## src/rtl/mem_port_arbiter_if.sv

```systemverilog
// rtl/mem_port_arbiter_if.sv - bus bundle between fetch/memory stages, the port arbiter and the unified memory
interface mem_port_arbiter_if #(
    parameter int ADDR_W = 32,
    parameter int DATA_W = 32
);
    logic              if_req;
    logic [ADDR_W-1:0] if_addr;
    logic [DATA_W-1:0] if_rdata;
    logic              if_valid;
    logic              d_req;
    logic              d_we;
    logic [ADDR_W-1:0] d_addr;
    logic [DATA_W-1:0] d_wdata;
    logic [DATA_W-1:0] d_rdata;
    logic              d_valid;
    logic              mem_req;
    logic              mem_we;
    logic [ADDR_W-1:0] mem_addr;
    logic [DATA_W-1:0] mem_wdata;
    logic [DATA_W-1:0] mem_rdata;
    logic              mem_ack;
    logic              stall_f;
    logic              stall_m;
    logic              timeout_err;

    modport master (
        input  if_req, if_addr, d_req, d_we, d_addr, d_wdata, mem_rdata, mem_ack,
        output if_rdata, if_valid, d_rdata, d_valid, mem_req, mem_we, mem_addr, mem_wdata,
               stall_f, stall_m, timeout_err
    );

    modport slave (
        output if_req, if_addr, d_req, d_we, d_addr, d_wdata, mem_rdata, mem_ack,
        input  if_rdata, if_valid, d_rdata, d_valid, mem_req, mem_we, mem_addr, mem_wdata,
               stall_f, stall_m, timeout_err
    );
endinterface

```

## src/rtl/mem_port_arbiter.sv

```systemverilog
// rtl/mem_port_arbiter.sv - fixed-priority (data over fetch) arbiter for one shared memory port
// Optional watchdog enabled by defining ARB_TIMEOUT_EN.
module mem_port_arbiter #(
    parameter int ADDR_W  = 32,
    parameter int DATA_W  = 32,
    parameter int TIMEOUT = 15
) (
    input  logic               clk,
    input  logic               reset,
    mem_port_arbiter_if.master bus
);
    typedef enum logic [1:0] {
        IDLE    = 2'd0,
        D_WAIT  = 2'd1,
        IF_WAIT = 2'd2
    } state_t;

    localparam logic [3:0] CNT_MAX = 4'hF;
    localparam logic [3:0] TO_LIM  = 4'(TIMEOUT);
`ifdef ARB_TIMEOUT_EN
    localparam bit WDOG_EN = 1'b1;
`else
    localparam bit WDOG_EN = 1'b0;
`endif

    state_t            r_state;
    state_t            w_next;
    logic              r_mem_req;
    logic              r_mem_we;
    logic [ADDR_W-1:0] r_mem_addr;
    logic [DATA_W-1:0] r_mem_wdata;
    logic [3:0]        r_cnt;
    logic              r_timeout_err;
    logic              w_grant_d;
    logic              w_grant_if;
    logic              w_if_valid;
    logic              w_d_valid;
    logic              w_to_hit;
    logic              w_wdog_fire;

    always_ff @(posedge clk or negedge reset) begin
        if (!reset) r_state <= IDLE;
        else        r_state <= w_next;
    end

    // An ack hands the port straight to the other requester so mem_req never dips.
    always_comb begin
        w_next      = r_state;
        w_grant_d   = 1'b0;
        w_grant_if  = 1'b0;
        w_if_valid  = 1'b0;
        w_d_valid   = 1'b0;
        w_wdog_fire = 1'b0;
        w_to_hit    = WDOG_EN && (r_cnt == TO_LIM);
        case (r_state)
            IDLE: begin
                if (bus.d_req) begin
                    w_next    = D_WAIT;
                    w_grant_d = 1'b1;
                end else if (bus.if_req) begin
                    w_next     = IF_WAIT;
                    w_grant_if = 1'b1;
                end
            end
            D_WAIT: begin
                if (bus.mem_ack) begin
                    w_d_valid = 1'b1;
                    if (bus.if_req) begin
                        w_next     = IF_WAIT;
                        w_grant_if = 1'b1;
                    end else begin
                        w_next = IDLE;
                    end
                end else if (w_to_hit) begin
                    w_d_valid   = 1'b1;
                    w_wdog_fire = 1'b1;
                    w_next      = IDLE;
                end
            end
            IF_WAIT: begin
                if (bus.mem_ack) begin
                    w_if_valid = 1'b1;
                    if (bus.d_req) begin
                        w_next    = D_WAIT;
                        w_grant_d = 1'b1;
                    end else begin
                        w_next = IDLE;
                    end
                end else if (w_to_hit) begin
                    w_if_valid  = 1'b1;
                    w_wdog_fire = 1'b1;
                    w_next      = IDLE;
                end
            end
            default: w_next = IDLE;
        endcase
    end

    always_ff @(posedge clk or negedge reset) begin
        if (!reset) begin
            r_mem_req     <= 1'b0;
            r_mem_we      <= 1'b0;
            r_mem_addr    <= '0;
            r_mem_wdata   <= '0;
            r_cnt         <= '0;
            r_timeout_err <= 1'b0;
        end else begin
            r_mem_req     <= (w_next != IDLE);
            r_timeout_err <= r_timeout_err | w_wdog_fire;
            if (w_grant_d) begin
                r_mem_we    <= bus.d_we;
                r_mem_addr  <= bus.d_addr;
                r_mem_wdata <= bus.d_wdata;
            end else if (w_grant_if) begin
                r_mem_we    <= 1'b0;
                r_mem_addr  <= bus.if_addr;
                r_mem_wdata <= '0;
            end
            if (w_grant_d || w_grant_if)
                r_cnt <= '0;
            else if ((r_state != IDLE) && !bus.mem_ack && (r_cnt != CNT_MAX))
                r_cnt <= r_cnt + 4'd1;
        end
    end

    assign bus.mem_req     = r_mem_req;
    assign bus.mem_we      = r_mem_we;
    assign bus.mem_addr    = r_mem_addr;
    assign bus.mem_wdata   = r_mem_wdata;
    assign bus.if_valid    = w_if_valid;
    assign bus.d_valid     = w_d_valid;
    assign bus.if_rdata    = w_wdog_fire ? DATA_W'(32'hDEADBEEF) : bus.mem_rdata;
    assign bus.d_rdata     = w_wdog_fire ? DATA_W'(32'hDEADBEEF) : bus.mem_rdata;
    assign bus.stall_f     = bus.if_req & ~w_if_valid;
    assign bus.stall_m     = bus.d_req & ~w_d_valid;
    assign bus.timeout_err = r_timeout_err;
endmodule

```

## src/flat_wrapper.sv

```systemverilog
// flat-port wrapper written by rule: the top's interface ports become plain ports
module mem_port_arbiter_flat 
#(
    parameter int ADDR_W  = 32,
    parameter int DATA_W  = 32,
    parameter int TIMEOUT = 15
)
  (clk, reset, bus_if_req, bus_if_addr, bus_d_req, bus_d_we, bus_d_addr, bus_d_wdata, bus_mem_rdata, bus_mem_ack, bus_if_rdata, bus_if_valid, bus_d_rdata, bus_d_valid, bus_mem_req, bus_mem_we, bus_mem_addr, bus_mem_wdata, bus_stall_f, bus_stall_m, bus_timeout_err);
  mem_port_arbiter_if #(.ADDR_W(ADDR_W), .DATA_W(DATA_W)) bus_i ();
  input  logic clk;
  input  logic reset;
  input wire logic [$bits(bus_i.if_req)-1:0] bus_if_req;
  input wire logic [$bits(bus_i.if_addr)-1:0] bus_if_addr;
  input wire logic [$bits(bus_i.d_req)-1:0] bus_d_req;
  input wire logic [$bits(bus_i.d_we)-1:0] bus_d_we;
  input wire logic [$bits(bus_i.d_addr)-1:0] bus_d_addr;
  input wire logic [$bits(bus_i.d_wdata)-1:0] bus_d_wdata;
  input wire logic [$bits(bus_i.mem_rdata)-1:0] bus_mem_rdata;
  input wire logic [$bits(bus_i.mem_ack)-1:0] bus_mem_ack;
  output wire logic [$bits(bus_i.if_rdata)-1:0] bus_if_rdata;
  output wire logic [$bits(bus_i.if_valid)-1:0] bus_if_valid;
  output wire logic [$bits(bus_i.d_rdata)-1:0] bus_d_rdata;
  output wire logic [$bits(bus_i.d_valid)-1:0] bus_d_valid;
  output wire logic [$bits(bus_i.mem_req)-1:0] bus_mem_req;
  output wire logic [$bits(bus_i.mem_we)-1:0] bus_mem_we;
  output wire logic [$bits(bus_i.mem_addr)-1:0] bus_mem_addr;
  output wire logic [$bits(bus_i.mem_wdata)-1:0] bus_mem_wdata;
  output wire logic [$bits(bus_i.stall_f)-1:0] bus_stall_f;
  output wire logic [$bits(bus_i.stall_m)-1:0] bus_stall_m;
  output wire logic [$bits(bus_i.timeout_err)-1:0] bus_timeout_err;
  assign bus_i.if_req = bus_if_req;
  assign bus_i.if_addr = bus_if_addr;
  assign bus_i.d_req = bus_d_req;
  assign bus_i.d_we = bus_d_we;
  assign bus_i.d_addr = bus_d_addr;
  assign bus_i.d_wdata = bus_d_wdata;
  assign bus_i.mem_rdata = bus_mem_rdata;
  assign bus_i.mem_ack = bus_mem_ack;
  assign bus_if_rdata = bus_i.if_rdata;
  assign bus_if_valid = bus_i.if_valid;
  assign bus_d_rdata = bus_i.d_rdata;
  assign bus_d_valid = bus_i.d_valid;
  assign bus_mem_req = bus_i.mem_req;
  assign bus_mem_we = bus_i.mem_we;
  assign bus_mem_addr = bus_i.mem_addr;
  assign bus_mem_wdata = bus_i.mem_wdata;
  assign bus_stall_f = bus_i.stall_f;
  assign bus_stall_m = bus_i.stall_m;
  assign bus_timeout_err = bus_i.timeout_err;
  mem_port_arbiter #(.ADDR_W(ADDR_W), .DATA_W(DATA_W), .TIMEOUT(TIMEOUT)) u_core (.clk(clk), .reset(reset), .bus(bus_i));
endmodule
```

## config.mk

```make
export PLATFORM = sky130hd
export DESIGN_NAME = mem_port_arbiter_flat
export DESIGN_NICKNAME = d
export VERILOG_FILES = /design/src/rtl/mem_port_arbiter_if.sv /design/src/rtl/mem_port_arbiter.sv /design/src/flat_wrapper.sv
export SDC_FILE = /design/constraint.sdc
export NUM_CORES = 1
export LEC_CHECK = 0
export CAP_MARGIN = 10
export CELL_PAD_IN_SITES_DETAIL_PLACEMENT = 0
export CELL_PAD_IN_SITES_GLOBAL_PLACEMENT = 1
export CORE_ASPECT_RATIO = 2
export CORE_MARGIN = 10
export CORE_UTILIZATION = 26
export CTS_BUF_LIST = sky130_fd_sc_hd__clkbuf_8
export CTS_CLUSTER_SIZE = 25
export DETAILED_ROUTE_END_ITERATION = 7
export PLACE_DENSITY_LB_ADDON = 0.08
export SLEW_MARGIN = 20
export SYNTH_ARGS = -nofsm -noshare
export SYNTH_HDL_FRONTEND = slang
export SYNTH_SLANG_ARGS = --single-unit
```

## constraint.sdc

```tcl
create_clock -name clk -period 2.2 [get_ports clk]
set_input_delay 0.44 -clock clk [delete_from_list [all_inputs] [get_ports clk]]
set_output_delay 0.44 -clock clk [all_outputs]
set_load 0.01 [all_outputs]
```

Word-level counts from Yosys, hierarchy flattened --
Index checks and enable logic that the tools add are counted.
Storage, ports and cells: bits in registers 68, output and inout port bits 135, bits of input ports 134
Operators by class: equal/unequal tests 2, reductions and logical operators 3, bitwise operators 4, multiplexer cells 23
Operator list (number):
- $mux 32 | 4
- $mux 1 | 11
- $mux 2 | 5
- $pmux 2 s3 | 1
- $pmux 1 s2 | 2
- $reduce_bool 2->1 | 2
- $and 1x1->1 | 2
- $eq 2x1->1 const B | 1
- $eq 2x2->1 const B | 1
- $logic_not 2->1 | 1
- $not 1->1 | 2

Logic depth before layout (Yosys ltp) --
Gate-level depths: netlist of run 1.
word-level depth 5, depth in mapped cells 5

Worst setup path before layout of run 1 --
Ideal clock, no wire load.
path type input -> register, from input port bus_mem_ack, to register u_core.r_mem_addr[10], in the netlist u_core.bus.mem_addr[10], library setup time 125 ps, stages 5, buffers on the path 1, arrival time 1445 ps, path slack 630 ps, cells stage by stage nand2b_2 > nand2_4 > buf_6 > mux2_4 > mux2_4
Between the ends: cells in the longest elaborated chain, start to end 3
RTL lines:
- start: declaration | line flat_wrapper.sv:19 | input wire logic [$bits(bus_i.mem_ack)-1:0] bus_mem_ack;
- $mux 1, on equally long branches | line mem_port_arbiter.sv:81, mem_port_arbiter.sv:66
- $pmux 1 s2 | line mem_port_arbiter.sv:55 | case (r_state)
- $mux 32 or $reduce_bool 2->1 (tied branches)
- end signal: assignment | line mem_port_arbiter.sv:112 | r_mem_addr <= bus.d_addr;
- end signal: assignment | line mem_port_arbiter.sv:116 | r_mem_addr <= bus.if_addr;
- end: declaration | line mem_port_arbiter.sv:30 | logic [ADDR_W-1:0] r_mem_addr;
Several ways; a longest one is shown, not always the timed one. A chain may end at the register's enable or synchronous reset.

Worst setup path in the final report of run 1 --
from input port bus_mem_ack, to output port bus_stall_m
Between the ends: cells in the longest elaborated chain, start to end 4
RTL lines:
- $mux 1 | line mem_port_arbiter.sv:66 | if (bus.mem_ack) begin
- $mux 1 | line mem_port_arbiter.sv:55
- $not 1->1 | line mem_port_arbiter.sv:135 | assign bus.stall_m = bus.d_req & ~w_d_valid;
- $and 1x1->1 | line mem_port_arbiter.sv:135
- end: declaration | line flat_wrapper.sv:29 | output wire logic [$bits(bus_i.stall_m)-1:0] bus_stall_m;
No other way between the ends.

==> out/results.tsv, run 1 <==
stage	metric	value	unit
sta	rsz0062_at_grt	false	
floorplan	num_rows	61	
placed_design	dp_hpwl	8640	um
placed_design	port_buffers	171	
floorplan	coreArea	0.0139	mm2
layout	seqCellArea	0.00170	mm2
logic_synthesis	synth_area_per_cell	14.0	um2
layout	antenna_cells	0	
cts	htree_levels	3	
setup_path	arrival	1590	ps
detailed_routing	wirelength	11100	um
sta	setup_violations	0	
logic_synthesis	syn_area	0.00369	mm2
layout	nets	513	
logic_synthesis	ys_seq_elements	68	
grt	antenna_found_initial	0	
pwr	comb_power_share	0.490	
cts	insertion_delay	350	ps
pwr	power_frac_seq	0.325	
sta	max_slew.worst_pin.slew	722	ps
setup_path	path_max_fanout	4	
logic_synthesis	synth_top_area_share	0.461	
outcome	outcome	completed	
layout	layout.cells.most_common	clkdlybuf4s50_1	
detailed_routing	drc	0	
sta	min_period_over_period	0.923	
detailed_routing	via_per_inst	4.15	
floorplan	dieArea	0.0197	mm2
detailed_routing	drt-wirelength-per-cell	19.4	um
logic_synthesis	yosysTopAreaCell	dfrtp_1	
cts	post-cts-setup-buffers	0	
grt	grt_max_degree	36	
cts	cts-root-buf	clkbuf_8	
layout	multi_input_area	0.00141	mm2
cts	cts_buffers	9	
pwr	p_per_area	1170	mW/mm2
logic_synthesis	netlist_instances	264	
detailed_routing	drt_iter0_markers	93	
logic_synthesis	synth_area_leaders	dfrtp_1, mux2_4, buf_4	
layout	fill_cells	1376	
detailed_routing	vias	2377	
pwr	ir_drop	0.447	mV
layout	layout_common_cells	clkdlybuf4s50_1, dfrtp_1, mux2_4, a22o_1, clkbuf_8	
pwr	p_leak	0.00244	uW
logic_synthesis	ys_types	24	
setup_path	crit_type	in -> out	
floorplan	die_y	189	um
floorplan	die_w	104	um
logic_synthesis	syn-num-nets	398	
logic_synthesis	yosysWarnings	0	
sta	hold_viol_final	0	
sta	totalNegativeSetupSlack	0	ps
pwr	switching_share	0.314	
pwr	intPower	4380	uW
sta	worst_slew_margin_rel	0.519	
sta	max_freq	492	MHz
floorplan	initial_core_util	0.266	
grt	grt_pass1_vias	2696	
placed_design	dpl.cell_count	557	
cts	cts_tree	done	
logic_synthesis	ys_seq_area_frac	0.461	
sta	finalCriticalPeriod	2030	ps
detailed_routing	ant_nets	0	
placed_design	globalplace.congestion	0.696	
cts	clockBufferDepth	2	
setup_path	cp-end-kind	output port	
detailed_routing	dr.pass1.iters	3	
flow_run	cap_violations	0	
cts	path_clk_slew	90	ps
hold_path	holdCritPathClass	in -> async	
layout	final_cell_count_no_fill	573	
floorplan	num_io_pins	269	
grt	grt_use_total	0.114	
layout	synthToLayoutAreaGrowth	47.3	%
pwr	p_clk_frac	0.184	
cts	cts_hold_buf	0	
sta	fin_skew	11.7	ps
setup_path	required	1760	ps
sta	drv_slew	0	
pwr	p_sw	2010	uW
grt	overflow	0	
cts	clock-sinks	68	
pwr	total_power	6390	uW
layout	drive_above_1_share	0.263	
grt	grt_pass1_wl	17000	um
setup_path	start_kind	input pin	
registers in the layout, indices dropped and copies added, names as in the netlist:
register,flops
u_core.bus.mem_addr,32
u_core.bus.mem_wdata,32
u_core.r_state,2
u_core.bus.mem_req,1
u_core.bus.mem_we,1
cells in the mapped netlist (all sizes together):
library cell,instances
a22o,33
and2,1
buf,77
clkbuf,1
conb,1
dfrtp,68
mux2,64
nand2,3
nand2b,2
nor2,3
nor2b,4
o211a,1
o21a,1
o21ai,1
o22ai,1
o31a,1
o31ai,1
or2,1
cell type report:
class / instances / area share
clock buffer: 9 / 0.0228
tap: 189 / 0.0435
sequential: 68 / 0.313
timing repair buffer: 182 / 0.344
clock inverter: 7 / 0.0182
multi-input combinational: 118 / 0.259
power groups by stage:
stage	clock, uW	combinational (uW)	sequential, uW
after global routing	1290	3330	2160
after CTS	1240	3230	2080
after floorplan	0	1410	2320
final	1180	3130	2080
after global placement	0	3190	2110
after detailed placement	0	3220	2090
worst max-delay path, stage by stage:
cell	delay, ps
clkdlybuf4s50_1	530
nand2_1	100
nor2_2	180
nor2b_1	60
dlygate4sd2_1	280
repair_timing:
item | CTS | global route
endpoints found under the hold margin | 0 | 0
gates resized for setup | 3 | 3
pin swaps | 1 | 0
endpoints found under the setup margin | 2 | 2
per-layer routing:
layer | vias to the layer above | share of wire | track usage
met2 | 88 | 0.57 | 0.209
met4 | 0 | 0.019 | 0.0501
met3 | 26 | 0.061 | 0.0383
met1 | 1169 | 0.35 | 0.113
li1 | 1094 | - | -
met5 | - | 0 | 0
logic make-up after synthesis:
| logic type | Yosys count | synth area share |
|---|---|---|
| mux | 64 | 0.256 |
| other cells | 1 | 0.00102 |
| simple gates | 14 | 0.0244 |
| compound gates | 39 | 0.0976 |
| flops | 68 | 0.461 |
| buf+inv | 78 | 0.160 |
through the flow:
step | util | hold WS [ps] | setup WS [ps] | area, um2
6_report | 0.391 | 37.0 | 169 | 5440
5_1_grt | 0.391 | 61.0 | 52.1 | 5440
4_1_cts | 0.391 | 46.4 | 2.22 | 5430
3_5_place_dp | 0.375 | 447 | -117 | 5200
3_3_place_gp | 0.375 | 442 | -136 | 5200
2_1_floorplan | - | 144 | 630 | 3690
final timing paths:
path	from	to	slack (ps)	cells after the start
hold reg to reg	u_core.bus.mem_wdata[25]$_DFFE_PN0P_	u_core.bus.mem_wdata[25]$_DFFE_PN0P_	500	1
setup reg to reg	u_core.r_state[1]$_DFF_PN0_	u_core.bus.mem_wdata[5]$_DFFE_PN0P_	410	4
max in group asynchronous	reset	u_core.bus.mem_addr[14]$_DFFE_PN0P_	1570	2
setup / recovery	bus_mem_ack	bus_stall_m	170	5
min in group clk	u_core.bus.mem_wdata[25]$_DFFE_PN0P_	u_core.bus.mem_wdata[25]$_DFFE_PN0P_	500	1
hold / removal	reset	u_core.bus.mem_wdata[6]$_DFFE_PN0P_	40	1
No activity file was read; power rests on OpenSTA's default activity.
==> run 2, diff against run 1 <==
REMOVE_ABC_BUFFERS = 1   (was unset)
SKIP_LAST_GASP = 1   (was unset)
==> run 2 against run 1 <==
  * Largest cell class unchanged
  * Final area fell by 0.48%
  * Sequential power barely moved
  * Fmax rose by 1.5%
  * Cell count rose by 0.70%
  * Clock power fell by 11%
  * Worst hold slack improved by 55 ps
==> out/results.tsv, run 2 (synthesized netlist as in run 1, its figures left out) <==
stage	metric	value	unit	change
cts	insertion_delay	340	ps	about the same
detailed_routing	drt_iter0_markers	59		-37%
placed_design	globalplace.congestion	0.668		-4.0%
sta	max_freq	500	MHz	+1.5%
grt	grt_use_total	0.130		+0.0167
cts	cts_tree	done		
sta	hold_viol_final	0		unchanged
grt	grt_max_degree	69		+92%
setup_path	start_kind	input pin		
setup_path	path_max_fanout	4		unchanged
cts	cts_hold_buf	0		unchanged
layout	synthToLayoutAreaGrowth	46.5	%	
pwr	ir_drop	0.384	mV	-14%
cts	cts_buffers	9		unchanged
layout	nets	517		+0.78%
sta	drv_slew	0		unchanged
flow_run	cap_violations	0		unchanged
grt	antenna_found_initial	0		unchanged
outcome	outcome	completed		
setup_path	cpPeakStageDelay	540	ps	about the same
floorplan	die_y	189	um	unchanged
sta	rsz0062_at_grt	false		
setup_path	crit_path_cell_trace	clkdlybuf4s50_1 > nand2_1 > nor2_1 > nor2b_1 > dlygate4sd2_1		
hold_path	holdCritPathClass	in -> async		
floorplan	initial_core_util	0.266		unchanged
sta	max_slew.worst_pin.slew	728	ps	+5.57 ps
grt	grt_pass1_vias	2915		+8.1%
sta	setup_violations	0		unchanged
cts	path_clk_slew	80	ps	about the same
floorplan	num_rows	61		unchanged
layout	layout.cells.most_common	clkdlybuf4s50_1		
detailed_routing	wirelength	13000	um	+17%
cts	cts-root-buf	clkbuf_8		
pwr	total_power	6260	uW	-1.9%
setup_path	worst_path_max_delay_cell	clkdlybuf4s50_1		
layout	layout_common_cells	clkdlybuf4s50_1, dfrtp_1, mux2_4, a22o_1, buf_4		
detailed_routing	drt-wirelength-per-cell	22.6	um	+16%
layout	stdcell_area	0.00541	mm2	-0.48%
cts	clock-sinks	68		unchanged
cts	clockBufferDepth	2		unchanged
setup_path	cp-end-kind	output port		
detailed_routing	dr.pass1.iters	4		+1
layout	antenna_cells	0		unchanged
sta	worst_slew_margin_rel	0.515		-0.00371
setup_path	arrival	1560	ps	-30 ps
layout	final_core_util	0.389		-0.00189
floorplan	dieArea	0.0197	mm2	unchanged
sta	min_period_over_period	0.910		-0.0133
pwr	p_per_area	1160	mW/mm2	-1.4%
placed_design	place_worst_setup_slack	-79.1	ps	+37.8 ps
detailed_routing	drc	0		unchanged
detailed_routing	vias	2525		+6.2%
sta	timing.hold.ws	92.2	ps	+55.2 ps
floorplan	coreArea	0.0139	mm2	unchanged
layout	fill_cells	1384		+0.58%
placed_design	dp_hpwl	10500	um	+22%
floorplan	num_io_pins	269		unchanged
placed_design	port_buffers	171		unchanged
detailed_routing	via_per_inst	4.38		+5.5%
floorplan	die_w	104	um	unchanged
layout	drive_above_1_share	0.268		+0.00502
detailed_routing	ant_nets	0		unchanged
sta	fin_skew	6.39	ps	-5.26 ps
pwr	p_leak	0.00242	uW	-0.70%
grt	overflow	0		unchanged
setup_path	crit_type	in -> out		
placed_design	place_area	0.00521	mm2	about the same
sta	setup_slack	198	ps	+29.2 ps
cts	htree_levels	3		unchanged
grt	grt_pass1_wl	19400	um	+14%
setup_path	required	1760	ps	about the same
sta	finalCriticalPeriod	2000	ps	-29.2 ps
## run 2: cell count changes in the layout (fill, tap and decap cells not counted), moves of 2 or more
cell	change
buf_12	-2
nor2_2	-2
buf_4	+5
nor2_1	+2
## run 2: layout make-up
cell class / count / area [um2] / share of cell area
sequential: 68 / 1700 / 0.315
clock buffer: 10 / 138 / 0.0254
tap: 189 / 236 / 0.0437
timing repair buffer: 186 / 1870 / 0.345
multi-input combinational: 118 / 1400 / 0.259
clock inverter: 6 / 63.8 / 0.0118
## run 2: timing repair
| item | CTS | global route |
|---|---|---|
| hold endpoints to repair | 0 | 0 |
| endpoints found under the setup margin | 3 | 1 |
| setup buffers | 0 | 0 |
| gates resized for setup | 3 | 2 |
## run 2: metal layers
layer,GRT usage,share of wire
met1,0.143,0.39
met2,0.188,0.44
met3,0.101,0.16
met4,0.0382,0.011
met5,0.0290,0.0031
## run 2: critical path: cells and delay by family
family / cells / cell delay (ps)
buffers and inverters: 2 / 820
AND/OR/NAND/NOR: 3 / 290
## run 2: final timing paths
kind,startpoint,endpoint,slack (ps),cells after the start
min,reset,u_core.bus.mem_wdata[12]$_DFFE_PN0P_,90,2
min in group clk,u_core.bus.mem_wdata[14]$_DFFE_PN0P_,u_core.bus.mem_wdata[14]$_DFFE_PN0P_,500,1
max reg2reg,u_core.r_state[1]$_DFF_PN0_,u_core.bus.mem_wdata[19]$_DFFE_PN0P_,400,4
max in group asynchronous,reset,u_core.r_state[0]$_DFF_PN0_,1750,2
min reg2reg,u_core.bus.mem_wdata[14]$_DFFE_PN0P_,u_core.bus.mem_wdata[14]$_DFFE_PN0P_,500,1
max,bus_mem_ack,bus_stall_m,200,5
## run 2: where the power goes
group | internal (uW) | switching, uW | leakage, uW
registers | 1770 | 331 | 0.000840
logic | 1960 | 1160 | 0.00148
clock network | 552 | 497 | 0.0000983
## run 2: metrics by stage
step,std cells,TNS [ps]
after floorplan,186,-4170
after CTS,577,0
final,577,0
after global routing,577,0
after global placement,561,-2380
after detailed placement,561,-3090
